### src/rtl/icache_miss_ctrl.sv
// icache_miss_ctrl: miss-status holding registers between the instruction
// cache and memory. Accepts up to N block misses per cycle, issues one load
// per cycle round-robin over waiting entries, and matches returning memory
// tags to produce cache fills.
//
// Ports:
//   clock, reset                      - rising-edge clock, async active-high reset
//   miss_valid[N], miss_addr[N*32]    - miss requests (port p at bits p*32 +: 32)
//   miss_ready[N]                     - request accepted this cycle (combinational)
//   proc2Imem_command/addr            - load issue to memory (combinational)
//   Imem2proc_transaction_tag         - nonzero: issue accepted under that tag
//   Imem2proc_data/data_tag           - returning block and its tag (0 = none)
//   fill_valid/addr/data              - fill to the cache (combinational)
//   mshr_full                         - no FREE entry in registered state
//
// Build option: define ICACHE_MISS_MERGE_EN to merge requests that hit an
// outstanding block; otherwise such requests are stalled until the entry frees.
module icache_miss_ctrl #(
  parameter int unsigned N        = 2,
  parameter int unsigned NUM_MSHR = 4
) (
  input  logic              clock,
  input  logic              reset,
  input  logic [N-1:0]      miss_valid,
  input  logic [N*32-1:0]   miss_addr,
  output logic [N-1:0]      miss_ready,
  output logic [1:0]        proc2Imem_command,
  output logic [31:0]       proc2Imem_addr,
  input  logic [3:0]        Imem2proc_transaction_tag,
  input  logic [63:0]       Imem2proc_data,
  input  logic [3:0]        Imem2proc_data_tag,
  output logic              fill_valid,
  output logic [31:0]       fill_addr,
  output logic [63:0]       fill_data,
  output logic              mshr_full
);

  localparam int unsigned PW = (NUM_MSHR > 1) ? $clog2(NUM_MSHR) : 1;

  typedef enum logic [1:0] {
    MEM_NONE = 2'h0,
    MEM_LOAD = 2'h1
  } mem_cmd_e;

  typedef enum logic [1:0] {
    FREE,
    WAIT_ISSUE,
    WAIT_DATA
  } ent_st_e;

  ent_st_e        st_q   [NUM_MSHR];
  logic [28:0]    addr_q [NUM_MSHR];
  logic [3:0]     tag_q  [NUM_MSHR];
  logic [PW-1:0]  rr_q;

  logic           fill_hit;
  logic [PW-1:0]  fill_idx;
  logic           iss_hit;
  logic [PW-1:0]  iss_idx;
  logic [PW-1:0]  rr_nxt;
  logic           issue_go;
  logic           all_busy;

  logic [28:0]    blk       [N];
  logic [N-1:0]   ready_c;
  logic [N-1:0]   alloc_en;
  logic [PW-1:0]  alloc_idx [N];
  logic [NUM_MSHR-1:0] alloc_mask;
  logic           addr_lsb_unused;

  always_comb begin
    addr_lsb_unused = 1'b0;
    for (int unsigned p = 0; p < N; p++) begin
      blk[p]          = miss_addr[p*32+3 +: 29];
      addr_lsb_unused = addr_lsb_unused ^ (^miss_addr[p*32 +: 3]);
    end
  end

  // Return lookup only considers WAIT_DATA entries, so a tag granted this
  // cycle to an issuing entry can never be matched by the same-cycle return.
  always_comb begin
    fill_hit = 1'b0;
    fill_idx = '0;
    for (int unsigned i = 0; i < NUM_MSHR; i++) begin
      if (!fill_hit && Imem2proc_data_tag != '0 &&
          st_q[i] == WAIT_DATA && tag_q[i] == Imem2proc_data_tag) begin
        fill_hit = 1'b1;
        fill_idx = PW'(i);
      end
    end
  end

  always_comb begin
    logic [PW-1:0] cand;
    cand    = '0;
    iss_hit = 1'b0;
    iss_idx = '0;
    for (int unsigned k = 0; k < NUM_MSHR; k++) begin
      cand = PW'((32'(rr_q) + k) % NUM_MSHR);
      if (!iss_hit && st_q[cand] == WAIT_ISSUE) begin
        iss_hit = 1'b1;
        iss_idx = cand;
      end
    end
    rr_nxt   = PW'((32'(iss_idx) + 32'd1) % NUM_MSHR);
    issue_go = iss_hit && (Imem2proc_transaction_tag != '0);
  end

  // Allocation looks only at registered FREE state, so an entry freed by
  // this cycle's fill is not reused until the next cycle.
  always_comb begin
    logic dup;
    logic got;
    dup        = 1'b0;
    got        = 1'b0;
    ready_c    = '0;
    alloc_en   = '0;
    alloc_mask = '0;
    for (int unsigned p = 0; p < N; p++) begin
      alloc_idx[p] = '0;
    end
    for (int unsigned p = 0; p < N; p++) begin
      dup = 1'b0;
      got = 1'b0;
      if (miss_valid[p]) begin
        for (int unsigned i = 0; i < NUM_MSHR; i++) begin
          if (st_q[i] != FREE && addr_q[i] == blk[p]) dup = 1'b1;
        end
        for (int unsigned q = 0; q < N; q++) begin
          if (q < p && ready_c[q] && blk[q] == blk[p]) dup = 1'b1;
        end
        if (dup) begin
`ifdef ICACHE_MISS_MERGE_EN
          ready_c[p] = 1'b1;
`else
          ready_c[p] = 1'b0;
`endif
        end else begin
          for (int unsigned i = 0; i < NUM_MSHR; i++) begin
            if (!got && st_q[i] == FREE && !alloc_mask[i]) begin
              got           = 1'b1;
              alloc_mask[i] = 1'b1;
              alloc_idx[p]  = PW'(i);
            end
          end
          ready_c[p]  = got;
          alloc_en[p] = got;
        end
      end
    end
  end

  always_comb begin
    all_busy = 1'b1;
    for (int unsigned i = 0; i < NUM_MSHR; i++) begin
      if (st_q[i] == FREE) all_busy = 1'b0;
    end
  end

  assign miss_ready        = reset ? '0 : ready_c;
  assign proc2Imem_command = (!reset && iss_hit) ? MEM_LOAD : MEM_NONE;
  assign proc2Imem_addr    = (!reset && iss_hit) ? {addr_q[iss_idx], 3'b000} : '0;
  assign fill_valid        = !reset && fill_hit;
  assign fill_addr         = (!reset && fill_hit) ? {addr_q[fill_idx], 3'b000} : '0;
  assign fill_data         = (!reset && fill_hit) ? Imem2proc_data : '0;
  assign mshr_full         = !reset && all_busy;

  // Fill, issue and allocate always target entries in distinct states
  // (WAIT_DATA, WAIT_ISSUE, FREE), so their updates never collide.
  always_ff @(posedge clock or posedge reset) begin
    if (reset) begin
      for (int unsigned i = 0; i < NUM_MSHR; i++) begin
        st_q[i]   <= FREE;
        addr_q[i] <= '0;
        tag_q[i]  <= '0;
      end
      rr_q <= '0;
    end else begin
      if (fill_hit) begin
        st_q[fill_idx] <= FREE;
      end
      if (issue_go) begin
        st_q[iss_idx]  <= WAIT_DATA;
        tag_q[iss_idx] <= Imem2proc_transaction_tag;
        rr_q           <= rr_nxt;
      end
      for (int unsigned p = 0; p < N; p++) begin
        if (alloc_en[p]) begin
          st_q[alloc_idx[p]]   <= WAIT_ISSUE;
          addr_q[alloc_idx[p]] <= blk[p];
        end
      end
    end
  end

endmodule

### config.mk
export PLATFORM = sky130hd
export DESIGN_NAME = icache_miss_ctrl
export DESIGN_NICKNAME = d
export VERILOG_FILES = /design/src/rtl/icache_miss_ctrl.sv
export SDC_FILE = /design/constraint.sdc
export NUM_CORES = 1
export LEC_CHECK = 0
export CORE_MARGIN = 3
export CORE_UTILIZATION = 34
export DETAILED_ROUTE_END_ITERATION = 7
export PLACE_DENSITY = 0.56
export SYNTH_ARGS = -nofsm -noshare
export SYNTH_HDL_FRONTEND = slang
export SYNTH_SLANG_ARGS = --single-unit
### constraint.sdc
create_clock -name clock -period 6.15 [get_ports clock]
set_clock_uncertainty 0.15 [all_clocks]
set_input_delay 0.9225 -clock clock [delete_from_list [all_inputs] [get_ports clock]]
set_output_delay 0.9225 -clock clock [all_outputs]
set_load 0.05 [all_outputs]
==> key figures <==
Outcome
  • Outcome: complete, no violations

STA
  • Fin crit share: 90.82%
  • Slew Viols, Final: 0
  • Final hold slack: between 0.3 and 0.4 ns
  • Worst rel slew slack: 34.38%
  • Final setup fails: 0
  • Crit path time final: ~5.6 ns
  • Hold Vio Cnt, Final: 0
  • Worst-Margin Slew: around 0.98 ns
  • Total negative slack: 0 ns
  • Fmax: approximately 180 MHz
  • RSZ-0062 raised after global routing: false

Logic synthesis
  • Yosys top cell by area: dfrtp_1
  • Seq cells post-synth: between 100 and 150
  • Xor/xnor cell area share of the yosys netlist: between 10% and 20%
  • Async SR Flop Fraction: between 90% and 100%
  • Yosys warns: 0
  • Main synth FF type: dfrtp_1
  • Netlist cell types: 57
  • Synthesized instance count: 1354
  • Mean Syn Cell Area: slightly above 9 sq um
  • Compound-cell area share of the yosys netlist: 9.471%
  • Synth Area in Simple Gates: 15.06%
  • Synth Area in Adders: less than 1%
  • Sequential element share of the synthesized area: between 20% and 30%
  • Post-synth EDFFs: 0
  • Ranking of synthesized cells by area: dfrtp_1 (28%), xnor2_1 (11%), xor2_1 (8.1%)
  • Multiplexer share of the synthesized area: about 22%
  • Largest family of logic cells by synthesized area: multiplexers
  • Yosys top cell area share: 28.11%
  • Cell Area, Synth: approximately 13000 sq um

Power and ir drop
  • PD cells: 541.7 nW/um^2
  • Leak: a little over 0.006 uW
  • Worst VDD drop: between 0.3 and 0.4 mV

Placement
  • Hpwl dp: 38960 um
  • Placed Area: between 15000 and 20000 sq um
  • Port buffer count: 260
  • GP Congestion: around 1.1
  • Placed cell count: 1972

Floorplan
  • Die height: approximately 200 um
  • Row count: 69
  • Initial Util: between 30% and 40%
  • CORE AREA: 36090 sq um
  • Die ar.: approximately 40000 sq um
  • Chip width: roughly 200 um
  • IO Pins: 274

Critical path
  • CP Class: primary input to output port
  • Worst setup SP type: primary input
  • CP top delay family: compound AO/OA/AOI/OAI gates
  • WP data arrival: roughly 4.5 ns
  • CP max FO: 9
  • Reg-to-Reg Start: addr_q[76]
  • Critical path origin: miss_addr[13]
  • Critical Path End Type: output port
  • Slowest CP cell: clkdlybuf4s50_1
  • CP max stage delay: about 0.67 ns
  • Worst path required time: about 5.1 ns
  • Bufs and invs on worst path: 3
  • CP cell instances: clkdlybuf4s50_1 -> xor2_1 -> nor4_2 -> nand3_1 -> o41a_1 -> and3_1 -> a21oi_1 -> o21ai_1 -> a2111oi_0 -> buf_4 -> buf_12

GRT
  • First-pass GRT wire length: 72880 um
  • Largest net degree at the start of global routing: 88
  • Vias in the first global route: 10900
  • Antenna violations before repair: 1
  • Overflow after GRT: 0
  • Total GRT Usage: 24.82%

Final layout
  • Share of cells above drive strength 1: about an eighth
  • Fillers: ~3500
  • Nets: between 1500 and 2000
  • Final Non-Filler Cells: 2003
  • Commonest non-fill, non-tap cell in the layout: clkdlybuf4s50_1
  • Final Cell Area: ~16000 sq um
  • Commonest non-fill, non-tap cells in the layout: clkdlybuf4s50_1 (230), xnor2_1 (154), dfrtp_1 (142)
  • Area Overhead vs Synth: 29.27%
  • # diodes: 0

Clock tree
  • Num CTS Buffers: 17
  • Clock sinks: around 140
  • Post-CTS Resized: 0
  • H-tree Lvls: 4
  • Clock root buffer: clkbuf_16
  • CTS tree: built
  • Clock latency at the later pin of the worst-skew pair: roughly 0.44 ns
  • Post-CTS Setup Repair Bufs: 0
  • Hold_buf cts: 0
  • Maximum buffer depth of the clock tree: 2
  • Clock transition at path regs: around 0.060 ns

Drt
  • Via count: roughly 11000
  • Detailed Route Iter0 Violations: 757
  • Antenna Violating Nets Remaining: 0
  • Drt drc: 0
  • Vias/cell: ~5.5
  • Drt wl/cell: between 20 and 25 um
  • Number of detailed-route iterations in the first pass: 5
  • Routed WL: just under 50000 um

Min path
  • Worst hold start: tag_q[1]
  • Hold crit path type: flop to flop

Job
  • Max cap viols: 0
-- worst register-to-register path, cell delays in order, from the launching register on --
cell     delay [ns]
dfrtp_1        0.43
xor2_1         0.24
nor4_2         0.68
nand3_1        0.18
o41a_1         0.44
nand3_2        0.18
o21ai_2        0.16
or3_2          0.84
buf_12         0.30
mux2_4         0.33
-- metal layers --
layer	track usage, %	vias up	part of all wire (%)
met4	5.934	2	1.8
met5	0	-	0.022
met2	43.12	382	49
met3	4.759	41	5.9
met1	31.89	5445	43
li1	-	5092	-
-- through the flow --
stage	worst slack (ns)	util, %	power, uW
after global placement	0.7687	43.66	7639
after floorplan	0.1750	-	5895
after CTS	0.6890	45.28	8851
final	0.5643	45.28	8852
after global routing	0.3917	45.28	9366
after detailed placement	0.7090	43.66	7737
-- logic make-up (layout without fill, tap and decap cells) --
group / count (synthesis) / in the layout
other: 1 / 7
AND/OR/NAND/NOR: 351 / 351
multiplexers: 249 / 249
buffers and inverters: 152 / 334
AO/OA/AOI/OAI: 184 / 184
XOR/XNOR: 271 / 271
adder cells (fa/ha/maj): 4 / 4
flip-flops: 142 / 142
-- where the power goes --
group	switching (uW)	leakage, uW	internal (uW)
Clock	436	0.000280	642
Combinational	3110	0.00427	2360
Sequential	878	0.00167	1430
-- flip-flops by register name (all words and copies together) (netlist names) --
register and cells:
st_q 8, rr_q 2, tag_q 16, addr_q 116
-- synth_stat cells (32+ instances only) --
cell,count
clkbuf_1,52
dfrtp_1,142
nor2b_1,32
mux2_1,86
nor2_1,77
and2_1,69
xnor2_1,154
nor3_1,39
a211oi_1,59
xor2_1,117
buf_2,66
mux2i_1,77
nand4_1,41
a21oi_1,38
mux2_2,61
nor4_1,37
-- path summary, 6_finish.rpt --
path / depth (start not counted) / slack (ns) / end
hold / removal: 1 / 0.38 / tag_q[1]
max in group asynchronous: 3 / 3.76 / addr_q[40]
setup / recovery: 11 / 0.56 / miss_ready[1]
min in group asynchronous: 2 / 0.87 / st_q[5]
hold reg to reg: 1 / 0.38 / tag_q[1]
setup reg to reg: 9 / 2.10 / addr_q[78]
-- cell type report --
cell class,instances,area [sq um],share of cell area [%]
clock buffer,19,442.9,2.710
clock inverter,12,145.1,0.8881
inverter,10,42.54,0.2603
multi-input combinational,1066,8418,51.51
sequential,142,3553,21.74
tap,461,576.8,3.530
timing repair buffer,293,3163,19.36
(Power assumes the default switching activity.)
